`src/rtl/pc_pkg.sv`:
```
// Shared types and constants for the fetch-side program-counter stage.
// The TRAP state is only reachable when PC_MISALIGN_TRAP_EN is defined.
package pc_pkg;

  typedef enum logic [1:0] {
    ST_BOOT = 2'd0,
    ST_RUN  = 2'd1,
    ST_PEND = 2'd2,
    ST_TRAP = 2'd3
  } pc_state_t;

  typedef enum logic [1:0] {
    SEL_HOLD   = 2'd0,
    SEL_INC    = 2'd1,
    SEL_TARGET = 2'd2,
    SEL_PEND   = 2'd3
  } pc_sel_t;

  localparam logic [31:0] PC_INC                   = 32'd4;
  localparam logic [31:0] PC_RESET_VECTOR_DEFAULT  = 32'h0000_0000;

  function automatic logic is_misaligned(input logic [31:0] addr);
    return (addr[1:0] != 2'b00);
  endfunction

endpackage

```
`src/rtl/pc_next_mux.sv`:
```
// Combinational next-PC selector driven by the pc_unit FSM select code.
// Without PC_MISALIGN_TRAP_EN, redirect targets are forced word-aligned.
module pc_next_mux
  import pc_pkg::*;
(
  input  logic [31:0] pc,
  input  logic [31:0] pc_plus4,
  input  logic [31:0] target,
  input  logic [31:0] pend_target,
  input  pc_sel_t     sel,
  output logic [31:0] next_pc
);

`ifdef PC_MISALIGN_TRAP_EN
  // Misaligned targets never reach this mux; they divert to TRAP instead.
  localparam logic [31:0] ALIGN_MASK = 32'hFFFF_FFFF;
`else
  localparam logic [31:0] ALIGN_MASK = 32'hFFFF_FFFC;
`endif

  // Select the value loaded into the PC register at the next edge.
  always_comb begin
    next_pc = pc;
    case (sel)
      SEL_HOLD:   next_pc = pc;
      SEL_INC:    next_pc = pc_plus4;
      SEL_TARGET: next_pc = target & ALIGN_MASK;
      SEL_PEND:   next_pc = pend_target & ALIGN_MASK;
      default:    next_pc = pc;
    endcase
  end

endmodule

```
`src/rtl/pc_unit.sv`:
```
// Fetch-side PC register, redirect/flush control and imem request.
// Optional misaligned-target trap is enabled by defining PC_MISALIGN_TRAP_EN.
module pc_unit
  import pc_pkg::*;
#(
  parameter logic [31:0] RESET_VECTOR = PC_RESET_VECTOR_DEFAULT
)(
  input  logic        CLK,
  input  logic        RESET,
  input  logic        BRANCH_TAKEN,
  input  logic [31:0] BRANCH_TARGET,
  input  logic        STALL,
  input  logic        IMEM_BUSYWAIT,
  output logic        IMEM_READ,
  output logic [31:0] PC,
  output logic [31:0] PC_PLUS4,
  output logic        FLUSH,
  output logic        MISALIGN
);

  pc_state_t   state_r;
  pc_state_t   next_state_s;
  pc_sel_t     sel_s;
  logic [31:0] pc_r;
  logic [31:0] pend_r;
  logic [31:0] next_pc_s;
  logic        imem_read_r;
  logic        flush_s;
  logic        capture_s;

  assign PC        = pc_r;
  assign PC_PLUS4  = pc_r + PC_INC;
  assign IMEM_READ = imem_read_r;
  assign FLUSH     = flush_s;

  pc_next_mux u_next_mux (
    .pc          (pc_r),
    .pc_plus4    (PC_PLUS4),
    .target      (BRANCH_TARGET),
    .pend_target (pend_r),
    .sel         (sel_s),
    .next_pc     (next_pc_s)
  );

  // Next-state, PC select and flush decode; a taken branch outranks busywait-hold and stall.
  always_comb begin
    next_state_s = state_r;
    sel_s        = SEL_HOLD;
    flush_s      = 1'b0;
    capture_s    = 1'b0;
    case (state_r)
      ST_BOOT: begin
        next_state_s = ST_RUN;
      end
      ST_RUN: begin
        if (BRANCH_TAKEN && !IMEM_BUSYWAIT) begin
          flush_s = 1'b1;
`ifdef PC_MISALIGN_TRAP_EN
          if (is_misaligned(BRANCH_TARGET)) begin
            next_state_s = ST_TRAP;
            sel_s        = SEL_HOLD;
          end else begin
            sel_s = SEL_TARGET;
          end
`else
          sel_s = SEL_TARGET;
`endif
        end else if (BRANCH_TAKEN) begin
          // Redirect cannot issue while imem is busy; park it until busywait drops.
          capture_s    = 1'b1;
          next_state_s = ST_PEND;
        end else if (IMEM_BUSYWAIT || STALL) begin
          sel_s = SEL_HOLD;
        end else begin
          sel_s = SEL_INC;
        end
      end
      ST_PEND: begin
        if (!IMEM_BUSYWAIT) begin
          flush_s      = 1'b1;
          next_state_s = ST_RUN;
`ifdef PC_MISALIGN_TRAP_EN
          if (is_misaligned(pend_r)) begin
            next_state_s = ST_TRAP;
            sel_s        = SEL_HOLD;
          end else begin
            sel_s = SEL_PEND;
          end
`else
          sel_s = SEL_PEND;
`endif
        end else begin
          sel_s = SEL_HOLD;
        end
      end
`ifdef PC_MISALIGN_TRAP_EN
      ST_TRAP: begin
        next_state_s = ST_TRAP;
      end
`endif
      default: begin
        next_state_s = ST_BOOT;
      end
    endcase
  end

  // State, PC, pending target and registered fetch request.
  always_ff @(posedge CLK or posedge RESET) begin
    if (RESET) begin
      state_r     <= ST_BOOT;
      pc_r        <= RESET_VECTOR;
      pend_r      <= 32'h0000_0000;
      imem_read_r <= 1'b0;
    end else begin
      state_r     <= next_state_s;
      pc_r        <= next_pc_s;
      imem_read_r <= (next_state_s == ST_RUN) || (next_state_s == ST_PEND);
      if (capture_s) begin
        pend_r <= BRANCH_TARGET;
      end
    end
  end

`ifdef PC_MISALIGN_TRAP_EN
  logic misalign_r;

  // Sticky trap flag; only reset clears it.
  always_ff @(posedge CLK or posedge RESET) begin
    if (RESET) begin
      misalign_r <= 1'b0;
    end else if (next_state_s == ST_TRAP) begin
      misalign_r <= 1'b1;
    end
  end

  assign MISALIGN = misalign_r;
`else
  assign MISALIGN = 1'b0;
`endif

endmodule
```
`config.mk`:
```
export PLATFORM = sky130hd
export DESIGN_NAME = pc_unit
export DESIGN_NICKNAME = d
export VERILOG_FILES = /design/src/rtl/pc_pkg.sv /design/src/rtl/pc_next_mux.sv /design/src/rtl/pc_unit.sv
export SDC_FILE = /design/constraint.sdc
export NUM_CORES = 1
export LEC_CHECK = 0
export ABC_AREA = 0
export CORE_MARGIN = 3
export CORE_UTILIZATION = 49
export CTS_BUF_LIST = sky130_fd_sc_hd__clkbuf_16
export CTS_CLUSTER_SIZE = 16
export DETAILED_ROUTE_END_ITERATION = 7
export GPL_ROUTABILITY_DRIVEN = 0
export PLACE_DENSITY = 0.88
export SLEW_MARGIN = 20
export SYNTH_ARGS = -nofsm -noshare
export SYNTH_HDL_FRONTEND = slang
export SYNTH_SLANG_ARGS = --single-unit
```
`constraint.sdc`:
```
create_clock -name CLK -period 2.65 [get_ports CLK]
set_input_delay 0.53 -clock CLK [delete_from_list [all_inputs] [get_ports CLK]]
set_output_delay 0.53 -clock CLK [all_outputs]
set_load 0.02 [all_outputs]
```
==> flow_summary_export.csv <==
group,metric,value,unit
sta,fmax,373,MHz
power_and_ir_drop,power_leakage,0.00244,uW
setup_path,cp_max_fo,4,
cells_and_area,areaGrowthSynthToFinish,46.5,%
yosys,syn_inst,378,
placed_design,hpwlAfterDp,8120,um
yosys,yosysUniqueCellTypes,57,
route,dr_total_vias,4045,
cts,clkSlewWorstSetupHoldPaths,50,ps
cells_and_area,seq_area,1580,um2
setup_path,setup.worst_path.class,"flip-flop to primary output",
cts,cts-root-buf,"clkbuf_16",
power_and_ir_drop,ir_drop,0.783,mV
power_and_ir_drop,powerDensity,1100,nW/um2
cts,htreeDepth,3,
global_routing,antenna_found_initial,0,
route,avgRoutedWirePerCell,21.0,um
floorplanning,start_util,51.5,%
route,drt-pass1-iter-count,6,
setup_path,worst_ep_required_time,2120,ps
floorplanning,die_h,94.2,um
cells_and_area,drive_above_1_share,31.8,%
placed_design,dp.cells,613,
yosys,synth_edf_count,0,
sta,rsz0062_at_grt,"true",
sta,finalHoldWorstSlack,507,ps
yosys,async_flop_share,100,%
setup_path,crit_slowest_cell,"dfrtp_1",
route,wl,13300,um
setup_path,cp.arrival,2150,ps
floorplanning,die_w,94.2,um
sta,tns,-34.2,ps
cts,clock_sinks,63,
sta,setup_slack,-34.2,ps
route,drtAntennaViolNets,0,
setup_path,startpoint_type,"flip-flop",
yosys,yosys_most_used_dff,"dfrtp_1",
cells_and_area,finish.instance_area,5590,um2
route,drtIter0Drc,423,
cells_and_area,diodes,0,
cts,postCtsHoldBufs,0,
floorplanning,io_pins,104,
yosys,ys_seq_area_share,41.3,%
floorplanning,rows,31,
outcome,violations,"negative setup slack",
global_routing,track_usage,29.2,%
setup_path,crit_chain,"ha_2 > nand4_4 > nor4_2 > buf_4 > nand4_1 > xnor2_1 > buf_4",
floorplanning,coreArea,7410,um2
cts,cts_tree,"done",
placed_design,post_dp_cell_area,5310,um2
sta,min_period,2680,ps
setup_path,crit_top_cell,"buf_4",
yosys,ys_seq_elements,63,
placed_design,post-place-ws,-152,ps
sta,min_period_over_period,101,%
cts,worstSkewPairLatency,330,ps
global_routing,grt_pass1_vias,4195,
yosys,yosys_warnings,0,
yosys,avgSynthCellArea,10.1,um2
global_routing,grt_max_degree,64,
cells_and_area,n_fill_cell,505,
cells_and_area,multiInputGateArea,2120,um2
floorplanning,dieArea,8880,um2
placed_design,port_buffers,96,
cells_and_area,nNetsFinal,572,
outcome,outcome,"finished with violations",
setup_path,max_stage_delay,380,ps
sta,slew_violations,0,
global_routing,grt_pass1_wl,20400,um
route,vias_per_cell,6.39,
sta,hold_viol,0,
yosys,synthesis.area,3810,um2
worst_hold_path,min_path_type,"flip-flop to flip-flop",
setup_path,crit_path_end_kind,"primary output",
global_routing,overflow,0,
cells_and_area,final_cells,633,
sta,skew,7.04,ps
route,route.detailed.drc,0,
cts,cts_buffer_depth,2,
run,cap_violations,0,
cts,numCtsBuffers,9,
sta,setup_viol,1,
-- metal layers --
metal  routed length [um]  GRT usage (%)  vias up
li1                     -              -     1705
met1                 4690           34.3     1936
met2                 6790           51.7      327
met3                 1260           4.89       77
met4                  554           13.2        0
met5                    0              0        -
-- final timing paths --
check,startpoint,slack (ps),endpoint,depth (start not counted)
worst min register to register,pend_r[10]$_DFFE_PP0P_,510,pend_r[10]$_DFFE_PP0P_,1
worst max-delay path,PC[3]$_DFFE_PP0P_,-30,PC_PLUS4[30],7
max in group asynchronous,RESET,1750,PC[5]$_DFFE_PP0P_,3
min in group asynchronous,RESET,580,pend_r[20]$_DFFE_PP0P_,3
worst min-delay path,pend_r[10]$_DFFE_PP0P_,510,pend_r[10]$_DFFE_PP0P_,1
worst max register to register,state_r[0]$_DFF_PP0_,330,PC[26]$_DFFE_PP0P_,7
-- where the power goes --
part           switching [uW]  internal (uW)
combinational            1800           1500
sequential                321           1400
clock                     432            713
total                    2550           3620
-- critical path, delay by kind of cell, from the launching register on --
kind          cells  cell delay (ps)
xor+xnor          1              230
fa+ha+maj         1              230
buf+inv           2              340
flops             1              380
simple gates      3              650
-- logic make-up (layout without fill, tap and decap cells) --
family | after synthesis | in the layout | share of synthesized area (%)
and+or+nand+nor | 102 | 102 | 15.9
other | 1 | 5 | 0.0983
xor gates and xnor gates | 28 | 28 | 6.43
DFF | 63 | 63 | 41.3
AOI/OAI and AO/OA | 105 | 105 | 20.1
muxes | 30 | 30 | 8.86
buffers and inverters | 43 | 195 | 5.28
adders and majority gates | 6 | 6 | 1.97
-- state kept, by name, indices dropped and copies added, names as in the netlist --
signal / flops
state_r: 2
IMEM_READ: 1
PC: 30
pend_r: 30
-- metrics by stage --
| stage | util (%) | total power (uW) |
|---|---|---|
| after floorplan | - | 3460 |
| after global placement | 71.7 | 4840 |
| after detailed placement | 71.7 | 4980 |
| after CTS | 75.7 | 6100 |
| after global routing | 75.4 | 6440 |
| final | 75.4 | 6170 |
-- synth_stat cells, types with 6 or more instances --
master    number  area share (%)
inv_1         10            0.98
dfrtp_1       63              41
a21oi_1       13             1.7
a222oi_1       9             2.4
xor2_1        13             3.0
ha_1           6             2.0
nor3_1         7            0.92
a22o_1         9             2.1
nor2_1        20             2.0
xnor2_1       15             3.4
mux2_2        30             8.9
a22oi_1       11             2.2
nand3_1       10             1.3
buf_2          9             1.2
nand4_1        7             1.1
clkbuf_1      16             1.6
nand2_1       28             2.8
o21ai_0       22             2.9
-- cells in the final DEF (no fill, tap or decap), drive strengths merged, types with 2 or more instances in the layout --
cell type / n
a32oi: 4
a22o: 9
dlygate4sd2: 4
nor4: 6
nor3: 8
clkbuf: 16
ha: 6
a21o: 2
buf: 85
o21bai: 2
o311ai: 4
dfrtp: 63
o2bb2ai: 5
a222oi: 9
a221oi: 4
a211o: 2
and3: 5
xnor2: 15
clkinv: 4
nor3b: 3
or3: 3
o31a: 4
clkdlybuf4s50: 71
conb: 5
nand4: 8
a22oi: 11
nor2: 20
mux2: 30
and4: 3
xor2: 13
nand2: 28
o21ai: 23
o22ai: 4
nand3: 13
a21oi: 13
o31ai: 4
inv: 12
-- repair_timing --
action	4_1_cts	5_1_grt
pin swaps	3	6
buffers inserted	1	3
resized for setup	69	39
endpoints found under the setup margin	25	21
cloned	0	0
-- final cells by class --
type                    count  share of cell area (%)
clock buffers               9                    4.03
multi-input cells         276                    37.9
flip-flops and latches     63                    28.3
inverters                  10                   0.672
clock inverters             7                    1.01
well taps                  99                    2.22
repair buffers            169                    25.8
(Power assumes the default switching activity.)
